[config.mk]
export PLATFORM = sky130hd
export DESIGN_NAME = scoreboard_regfile
export DESIGN_NICKNAME = d
export VERILOG_FILES = /design/src/rtl/scoreboard_regfile_pkg.sv /design/src/rtl/regfile_scoreboard.sv /design/src/rtl/scoreboard_regfile.sv
export SDC_FILE = /design/constraint.sdc
export NUM_CORES = 1
export LEC_CHECK = 0
export CAP_MARGIN = 20
export CELL_PAD_IN_SITES_DETAIL_PLACEMENT = 0
export CELL_PAD_IN_SITES_GLOBAL_PLACEMENT = 1
export CORE_UTILIZATION = 50
export CTS_BUF_LIST = sky130_fd_sc_hd__clkbuf_4
export DETAILED_ROUTE_END_ITERATION = 16
export PLACE_DENSITY = 0.8
export SETUP_SLACK_MARGIN = 0.1
export SYNTH_ARGS = -nofsm -noshare
export SYNTH_HDL_FRONTEND = slang
export SYNTH_SLANG_ARGS = --single-unit
export TNS_END_PERCENT = 100
[constraint.sdc]
create_clock -name clk -period 5.1 [get_ports clk]
set_clock_uncertainty 0.1 [all_clocks]
set_input_delay 0.51 -clock clk [delete_from_list [all_inputs] [get_ports clk]]
set_output_delay 0.51 -clock clk [all_outputs]
set_load 0.1 [all_outputs]
[src/rtl/scoreboard_regfile_pkg.sv]
// rtl/scoreboard_regfile_pkg.sv - shared defaults and types for the scoreboarded register file
package scoreboard_regfile_pkg;

   localparam int DEF_DATA_W   = 16;
   localparam int DEF_NUM_REGS = 16;
   localparam int DEF_TAG_W    = 3;
   localparam int DEF_ADDR_W   = $clog2(DEF_NUM_REGS);

   typedef logic [DEF_ADDR_W-1:0] reg_addr_t;
   typedef logic [DEF_DATA_W-1:0] reg_data_t;
   typedef logic [DEF_TAG_W-1:0]  tag_t;

   // One tag value is kept free so a live tag can never be reissued.
   function automatic int maxInflight(input int tagW);
      return (1 << tagW) - 1;
   endfunction

endpackage

[src/rtl/regfile_scoreboard.sv]
// rtl/regfile_scoreboard.sv - busy bits, per-register last issue tag, tag allocator and in-flight count
// Busy read-port bypass is built when SCOREBOARD_REGFILE_BYPASS_EN is defined.
module regfile_scoreboard
   import scoreboard_regfile_pkg::*;
#(
   parameter int NUM_REGS = DEF_NUM_REGS,
   parameter int ADDR_W   = $clog2(NUM_REGS),
   parameter int TAG_W    = DEF_TAG_W
) (
   input  logic              clk,
   input  logic              reset,
   input  logic              issValid,
   input  logic [ADDR_W-1:0] issAddr,
   output logic              issReady,
   output logic [TAG_W-1:0]  issTag,
   input  logic              wbValid,
   input  logic [ADDR_W-1:0] wbAddr,
   input  logic [TAG_W-1:0]  wbTag,
   output logic              wbAccept,
   input  logic [ADDR_W-1:0] rdAddr1,
   input  logic [ADDR_W-1:0] rdAddr2,
   output logic              rdBusy1,
   output logic              rdBusy2
);

   localparam logic [TAG_W-1:0] FULL_COUNT = TAG_W'(maxInflight(TAG_W));

   logic [NUM_REGS-1:0] busy;
   logic [TAG_W-1:0]    lastTag [NUM_REGS];
   logic [TAG_W-1:0]    nextTag;
   logic [TAG_W-1:0]    inflight;
   logic                issFire;
   logic                wbClears;
   logic                sameReg;

   assign issReady = (inflight != FULL_COUNT);
   assign issTag   = nextTag;
   assign issFire  = issValid && issReady;
   assign wbAccept = wbValid && (inflight != '0);
   // Only the newest issuer of a register may release it.
   assign wbClears = wbAccept && (wbTag == lastTag[wbAddr]);
   assign sameReg  = issFire && (issAddr == wbAddr);

   always_ff @(posedge clk) begin
      if (reset) begin
         busy     <= '0;
         nextTag  <= '0;
         inflight <= '0;
         for (int i = 0; i < NUM_REGS; i++) begin
            lastTag[i] <= '0;
         end
      end else begin
         if (issFire) begin
            busy[issAddr]    <= 1'b1;
            lastTag[issAddr] <= nextTag;
            nextTag          <= nextTag + 1'b1;
         end
         if (wbClears && !sameReg) begin
            busy[wbAddr] <= 1'b0;
         end
         if (issFire && !wbAccept) begin
            inflight <= inflight + 1'b1;
         end else if (!issFire && wbAccept) begin
            inflight <= inflight - 1'b1;
         end
      end
   end

`ifdef SCOREBOARD_REGFILE_BYPASS_EN
   logic clrHit1;
   logic clrHit2;

   // A same-cycle issue to the register keeps it busy despite the clear.
   assign clrHit1 = wbClears && (wbAddr == rdAddr1) && !(issFire && (issAddr == rdAddr1));
   assign clrHit2 = wbClears && (wbAddr == rdAddr2) && !(issFire && (issAddr == rdAddr2));
   assign rdBusy1 = busy[rdAddr1] && !clrHit1;
   assign rdBusy2 = busy[rdAddr2] && !clrHit2;
`else
   assign rdBusy1 = busy[rdAddr1];
   assign rdBusy2 = busy[rdAddr2];
`endif

endmodule

[src/rtl/scoreboard_regfile.sv]
// rtl/scoreboard_regfile.sv - register file with tag-based scoreboard for an in-order pipeline
// Same-cycle writeback-to-read forwarding is built when SCOREBOARD_REGFILE_BYPASS_EN is defined.
module scoreboard_regfile
   import scoreboard_regfile_pkg::*;
#(
   parameter int DATA_W   = DEF_DATA_W,
   parameter int NUM_REGS = DEF_NUM_REGS,
   parameter int ADDR_W   = $clog2(NUM_REGS),
   parameter int TAG_W    = DEF_TAG_W
) (
   input  logic              clk,
   input  logic              reset,
   input  logic [ADDR_W-1:0] rd_addr1,
   input  logic [ADDR_W-1:0] rd_addr2,
   output logic [DATA_W-1:0] rd_data1,
   output logic [DATA_W-1:0] rd_data2,
   output logic              rd_busy1,
   output logic              rd_busy2,
   input  logic              iss_valid,
   input  logic [ADDR_W-1:0] iss_addr,
   output logic              iss_ready,
   output logic [TAG_W-1:0]  iss_tag,
   input  logic              wb_valid,
   input  logic [ADDR_W-1:0] wb_addr,
   input  logic [DATA_W-1:0] wb_data,
   input  logic [TAG_W-1:0]  wb_tag
);

   logic [DATA_W-1:0] regs [NUM_REGS];
   logic              wbAccept;

   regfile_scoreboard #(
      .NUM_REGS (NUM_REGS),
      .ADDR_W   (ADDR_W),
      .TAG_W    (TAG_W)
   ) uScoreboard (
      .clk      (clk),
      .reset    (reset),
      .issValid (iss_valid),
      .issAddr  (iss_addr),
      .issReady (iss_ready),
      .issTag   (iss_tag),
      .wbValid  (wb_valid),
      .wbAddr   (wb_addr),
      .wbTag    (wb_tag),
      .wbAccept (wbAccept),
      .rdAddr1  (rd_addr1),
      .rdAddr2  (rd_addr2),
      .rdBusy1  (rd_busy1),
      .rdBusy2  (rd_busy2)
   );

   // A writeback with nothing in flight is dropped, data included.
   always_ff @(posedge clk) begin
      if (reset) begin
         for (int i = 0; i < NUM_REGS; i++) begin
            regs[i] <= '0;
         end
      end else if (wbAccept) begin
         regs[wb_addr] <= wb_data;
      end
   end

`ifdef SCOREBOARD_REGFILE_BYPASS_EN
   assign rd_data1 = (wbAccept && (wb_addr == rd_addr1)) ? wb_data : regs[rd_addr1];
   assign rd_data2 = (wbAccept && (wb_addr == rd_addr2)) ? wb_data : regs[rd_addr2];
`else
   assign rd_data1 = regs[rd_addr1];
   assign rd_data2 = regs[rd_addr2];
`endif

endmodule
After elaboration in Yosys (flattened, before gate mapping). Memories as Yosys holds them, arrays and structs flattened. Cells that the tools add are included.

$add $sub $neg: 3. Magnitude comparators: 6. Equal/unequal tests: 3. Mux-type cells: 27. Bitwise logic cells: 3. Reductions and logical operators: 16.

Operators with widths (count): two-way mux 16 bit (4); less-than comparator 4 x 5 -> 1 bit, second input constant (4); bitwise AND 16 bit (1); NOT 16 bit (1); OR 16 bit (1); OR reduction 16 bit (1); two-way mux 1 bit (14); logical AND 1 bit (9); two-way mux 3 bit (3); binary-select mux 1 bit (select 4 bit) (2); demux 1 bit (select 4 bit) (2); greater-or-equal comparator 4 x 1 -> 1 bit, second input constant (2); two-way mux 4 bit (2); adder 3 x 1 -> 3 bit, second input constant (2); equality test 4 bit (1); equality test 3 bit (1); logical NOT 1 bit (3); != test 3 bit, second input constant (1); nonzero test 3 bit (1); OR reduction 3 bit (1); subtractor 3 x 1 -> 3 bit, second input constant (1); nonzero test 2 bit (1).

Register bits: 22. RAM bits: 304. Input bits: 39. Output and inout bits: 38. Logic and storage cells: 63. Memories kept: 2.

Memory list: regs (depth 16, bits a word 16, read ports 2, clocked after Yosys merged registers in 0, wr ports 16, RTL line scoreboard_regfile.sv:29) `logic [DATA_W-1:0] regs [NUM_REGS];`; uScoreboard.lastTag (depth 16, bits a word 3, read ports 1, clocked after Yosys merged registers in 0, wr ports 16, RTL line regfile_scoreboard.sv:29) `logic [TAG_W-1:0] lastTag [NUM_REGS];`.

Longest topological paths before layout.
Depth in word-level cells: 9. Depth in mapped cells: 9. Depth with buffers taken out: 9.

Hierarchy. Synthesis repeated with hierarchy kept, for this count alone.

Cell total of the unflattened synthesis: 1195. Area, all modules: 17232.8 µm².

Modules (own cells, without submodules): scoreboard_regfile (instances 1, cells each 859, area each 13414.1 µm², sequential area each 7687.4 µm²); regfile_scoreboard (instances 1, cells each 336, area each 3818.7 µm², sequential area each 1881.8 µm²).

Worst setup path before layout. No wires, ideal clock.

Path kind: register to register. From: reg uScoreboard.inflight[0]. To: reg uScoreboard.busy[13]. Library setup time: 0.122 ns. Arrival time: 2.972 ns. Required time: 4.878 ns. Path slack: 1.905 ns. Stages on the path, launching flop included: 10. Buffers on the path: 2. Clock period less this slack: 3.195 ns. Path through: dfxtp_1 > nand3_1 > nand2_1 > inv_2 > a221o_1 > or3_1 > buf_2 > buf_6 > nor4b_2 > a21oi_1.

Word-level cells in the longest chain between the ends: 6. Elaborated cells on any way between the ends: 12. Classes of those cells: eq/ne: 1; mux: 3; bitwise: 1; reduce/logical: 7.

RTL lines: from (decl) (RTL line regfile_scoreboard.sv:31) `logic [TAG_W-1:0] inflight;`; from (signal assigned) (RTL line regfile_scoreboard.sv:62) `inflight <= inflight + 1'b1;`; from (signal assigned) (RTL line regfile_scoreboard.sv:64) `inflight <= inflight - 1'b1;`; != test 3 bit (*) (RTL line regfile_scoreboard.sv:36) `assign issReady = (inflight != FULL_COUNT);`; via iss_ready (RTL line scoreboard_regfile.sv:21) `output logic iss_ready,`; logical AND 1 bit (*) (RTL line regfile_scoreboard.sv:38) `assign issFire = issValid && issReady;`; two-way mux 16 bit / logical AND 1 bit (equally long branches) (RTL line regfile_scoreboard.sv:53, regfile_scoreboard.sv:42); two-way mux 16 bit / logical NOT 1 bit (equally long branches) (RTL line regfile_scoreboard.sv:45, regfile_scoreboard.sv:58); bitwise AND 16 bit (no source line) / logical AND 1 bit (equally long branches); two-way mux 16 bit (*) (RTL line regfile_scoreboard.sv:58) `if (wbClears && !sameReg) begin`; to (signal assigned) (RTL line regfile_scoreboard.sv:46) `busy <= '0;`; to (signal, indexed assignment) (RTL line regfile_scoreboard.sv:54) `busy[issAddr] <= 1'b1;`; to (signal, indexed assignment) (RTL line regfile_scoreboard.sv:59) `busy[wbAddr] <= 1'b0;`; to (decl) (RTL line regfile_scoreboard.sv:28) `logic [NUM_REGS-1:0] busy;`.

Mark *: on every way through the listed nets, which the timed path passes. The rest lies on a longest branch. The select of a mux whose other input is x is not followed. A chain may end at the register's enable or synchronous reset.

Worst setup path after layout.
From: in rd_addr1[0]. To: out rd_data1[9].

Word-level cells in the longest chain between the ends: 1.

RTL lines: from (decl) (RTL line scoreboard_regfile.sv:13) `input logic [ADDR_W-1:0] rd_addr1,`; memory read (16 x 16 bit); to (decl) (RTL line scoreboard_regfile.sv:15) `output logic [DATA_W-1:0] rd_data1,`.

No other way between the ends.

==> metrics list <==
- The routed layout has between 10000 and 15000 vias.
- The first global-routing pass estimated 72000 um of wire.
- Before antenna repair, the detailed router went through 5 iterations.
* Cell count along the critical path: 5
* Cell variety after synth: 45
* CTS H-tree lvls: 3
- The longest clock path from root to sink contains 3 buffers.
- Signed area change from the synthesized netlist to the final layout: 13.9%
* Buffers inserted during post-CTS setup optimization: 0
* Net Count, Synth: between 1000 and 1500
* Per-cell routed wire length: 27.7 um
- Upper clock frequency limit: 256 MHz
* Worst Setup Slack, final: 1.19 ns
* Post-cts sizing count: 0
* Minimum period implied by the final worst setup slack: around 3.9 ns
* # Max-Cap Violations: 0
- Xor/xnor cell area share of the yosys netlist: 0.00458
* Later-pin clock latency in the skew report: just over 0.7 ns
- Outcome: finished clean
- Data arrival time of the critical path: 3.30 ns
- For this run, the slowest stage of the critical path takes 1.01 ns.
- The worst hold path begins at reset.
* Core ar.: 33700 sq um
* Clock slew at the register clock pins of the worst setup and hold paths: 0.06 ns
- Gate Count Post-Synth: about 1100
- Standard-cell rows: 67
- Remaining number of nets flagged by the antenna check after routing: 0
- Mean Syn Cell Area: 15.2 sq um
- Fraction of synthesized area in multiplexers: 0.240
- In this run the critical register-to-register path is launched from uScoreboard.inflight[0].
- The worst hold path belongs to the class input port to flop.
- Routability-driven placement finished with a final weighted congestion of 0.877.
- For this run, the number of Yosys warnings is 0.
* Adder-cell share of the synthesized area: 0.00261
* Die X: about 190 um
- Final routed wirelength across all metal layers: 48700 um
* Number of cells on the worst reg-to-reg path: 7
- By area, the combinational part of the netlist is dominated by multiplexers.
- The die covers 35200 sq um.
- STA classifies the critical path endpoint as an output port.
- For this run, the leading register cell type out of synthesis is sky130_fd_sc_hd__edfxtp_1.
- Number of failing hold endpoints at the final stage: 0
- The endpoint identified for the worst register-to-register timing path is regs[9][12].
- Initial antenna violation count: 7
- Buffers placed on the I/O ports in this run total 76.
* Power per standard cell area: 338 nW/um^2
- Pre-CTS setup slack: 1.12 ns
* Most used cell, CP: sky130_fd_sc_hd__mux4_2
* Die Height: 188 um
- TritonCTS created 87 clock buffers.
- After synthesis, the share of flip-flops with an asynchronous set or reset is 0.
- RSZ-0062 raised after global routing: false
* Critical Path Slowest Stage Cell: sky130_fd_sc_hd__clkdlybuf4s50_1
- The path with the worst hold slack has its endpoint at uScoreboard.inflight[1].
- Hold Path Cell Cnt: 3
- The number of buffers and inverters on the critical path is 3.
* Root buffer selected by CTS: sky130_fd_sc_hd__clkbuf_4
* Synth Area in Compound Gates: 0.0158
- By startpoint and endpoint, the worst setup path is classified as input port to output port.
* Critical Path Source Type: input port
- For this configuration, the core starts out at a cell density of 0.511.
- Via density per instance: 6.16
- For this design the static power due to leakage is 7.18 nW.
* Number of hold buffers added after cts: 0
- Setup slack of the worst register-to-register path: 2.29 ns
* Number of storage elements in the synthesis netlist: 326
- Summing every instance area after synthesis gives 17200 sq um.
- Setup Viol. Count Final: 0
- DRC violation total after the first TritonRoute iteration: 1247
- Of all nets on the critical path, the largest fanout is 27.
* Commonest cells after routing, fill and taps aside: sky130_fd_sc_hd__and2_1 (304), sky130_fd_sc_hd__edfxtp_1 (304), sky130_fd_sc_hd__mux4_2 (180), sky130_fd_sc_hd__clkbuf_4 (142), sky130_fd_sc_hd__buf_4 (70)
- Portion of the post-synthesis area used by sequential elements: 0.556
- Adding up every negative setup slack in the final design gives 0 ns.
* Net count, final: 1288
- The clock net in this run drives a total of 326 sinks.
- For this design the top-level I/O count stands at 77.
- Dividing the final minimum period by the clock period gives 0.767.
- The number of global-route vias before repair came to 11200.
* Total routing resource utilization after global routing: 0.285
- CTS tree: done
- Critical path's top delay family: buffers and inverters
* Number of remaining DRC errors: 0
* Post-Synth Simple-Gate Area: 0.157
* Max Slew Vio Count: 0
- Entering global routing, the biggest net connects 57 pins.
- Detailed placement HPWL: 30400 um
* GRT overflow: 0
- Share of cells above drive strength 1: 0.310
* Cells along the critical path: buf_4 -> buf_12 -> mux4_2 -> mux4_2 -> clkdlybuf4s50_1
- Counting flops with a built-in enable in the synthesized netlist gives 304.
- At the pin with the least slew margin, the transition time is approximately 1.2 ns.
* Slew HR: 0.207
- Critical path required time: 4.49 ns
- Max IR drop VDD: 0.249 mV
-- metrics by stage --
stage	area (sq um)	hold slack (ns)	power (mW)	std cells	util
floorplan	17200	0.371	3.92	1131	-
global placement	18400	0.393	4.22	1604	0.547
finish	19600	0.314	6.62	1760	0.582
detailed placement	18400	0.409	4.24	1604	0.547
CTS	19600	0.270	6.65	1756	0.581
global route	19600	0.299	6.85	1759	0.582
-- where the power goes --
group	switching, mW	leakage (nW)	total (mW)	internal, mW
combinational	0.692	3.17	1.07	0.380
sequential	0.0757	3.32	3.12	3.04
clock	1.08	0.697	2.43	1.34
total	1.85	7.18	6.62	4.77
-- per-layer routing --
metal  part of all wire  vias up  GRT usage
met5            0.00064        -          0
met4              0.033        4      0.115
met3               0.10      118     0.0739
met2               0.48      623      0.455
met1               0.38     5496      0.376
li1                   -     4603          -
-- cell usage after synthesis, types with 10 or more instances --
cell type                  count  area (sq um)
sky130_fd_sc_hd__dfxtp_1      22           440
sky130_fd_sc_hd__nor2_1       61           229
sky130_fd_sc_hd__a21oi_1      14          70.1
sky130_fd_sc_hd__mux4_2      180          4050
sky130_fd_sc_hd__o21bai_1     10          75.1
sky130_fd_sc_hd__edfxtp_1    304          9130
sky130_fd_sc_hd__nand2_1      18          67.6
sky130_fd_sc_hd__and2_1      304          1900
sky130_fd_sc_hd__clkbuf_1     66           248
sky130_fd_sc_hd__buf_1        15          56.3
sky130_fd_sc_hd__or2_1        31           194
sky130_fd_sc_hd__nand3_1      12          60.1
sky130_fd_sc_hd__buf_2        11          55.1
-- area by class of cell --
type                    count  area (sq um)
fillers                  2649         14100
flip-flops and latches    326          9570
multi-input cells         704          7230
repair buffers            123          1070
clock buffers             142          1070
well taps                 448           561
clock inverters            10          90.1
inverters                   4          15.0
diodes                      3          7.51
-- worst reg2reg max path, stage by stage (launching register included) --
cell and delay [ns]:
sky130_fd_sc_hd__dfxtp_1 0.41, sky130_fd_sc_hd__o31ai_1 0.10, sky130_fd_sc_hd__buf_4 0.16, sky130_fd_sc_hd__nor2_1 0.22, sky130_fd_sc_hd__nand2_1 0.17, sky130_fd_sc_hd__nor2_1 0.57, sky130_fd_sc_hd__or2_1 0.40, sky130_fd_sc_hd__buf_4 0.34
-- state kept, by name, summed over array words and instances (netlist names) --
name,count
uScoreboard.lastTag,48
uScoreboard.inflight,3
uScoreboard.issTag,3
uScoreboard.busy,16
regs,256
-- worst max-delay path by stage --
stage / startpoint / endpoint / slack (ns)
final: rd_addr1[0] / rd_data1[9] / 1.19
after global routing: rd_addr1[0] / rd_data1[9] / 1.05
after CTS: rd_addr1[0] / rd_data1[9] / 1.11
after detailed placement: rd_addr1[0] / rd_data1[9] / 1.12
after global placement: rd_addr1[0] / rd_data1[9] / 1.16
after floorplan: uScoreboard.inflight[0] / uScoreboard.busy[13] / 1.91
-- cell families (layout without fill, tap and decap cells) --
group | count (synthesis) | after routing
simple gates | 464 | 464
compound gates | 40 | 40
mux | 188 | 188
other cells | 0 | 3
fa+ha+maj | 3 | 3
flops | 326 | 326
buf+inv | 101 | 279
xor+xnor | 9 | 9
Power figures use the tool's default switching activity.
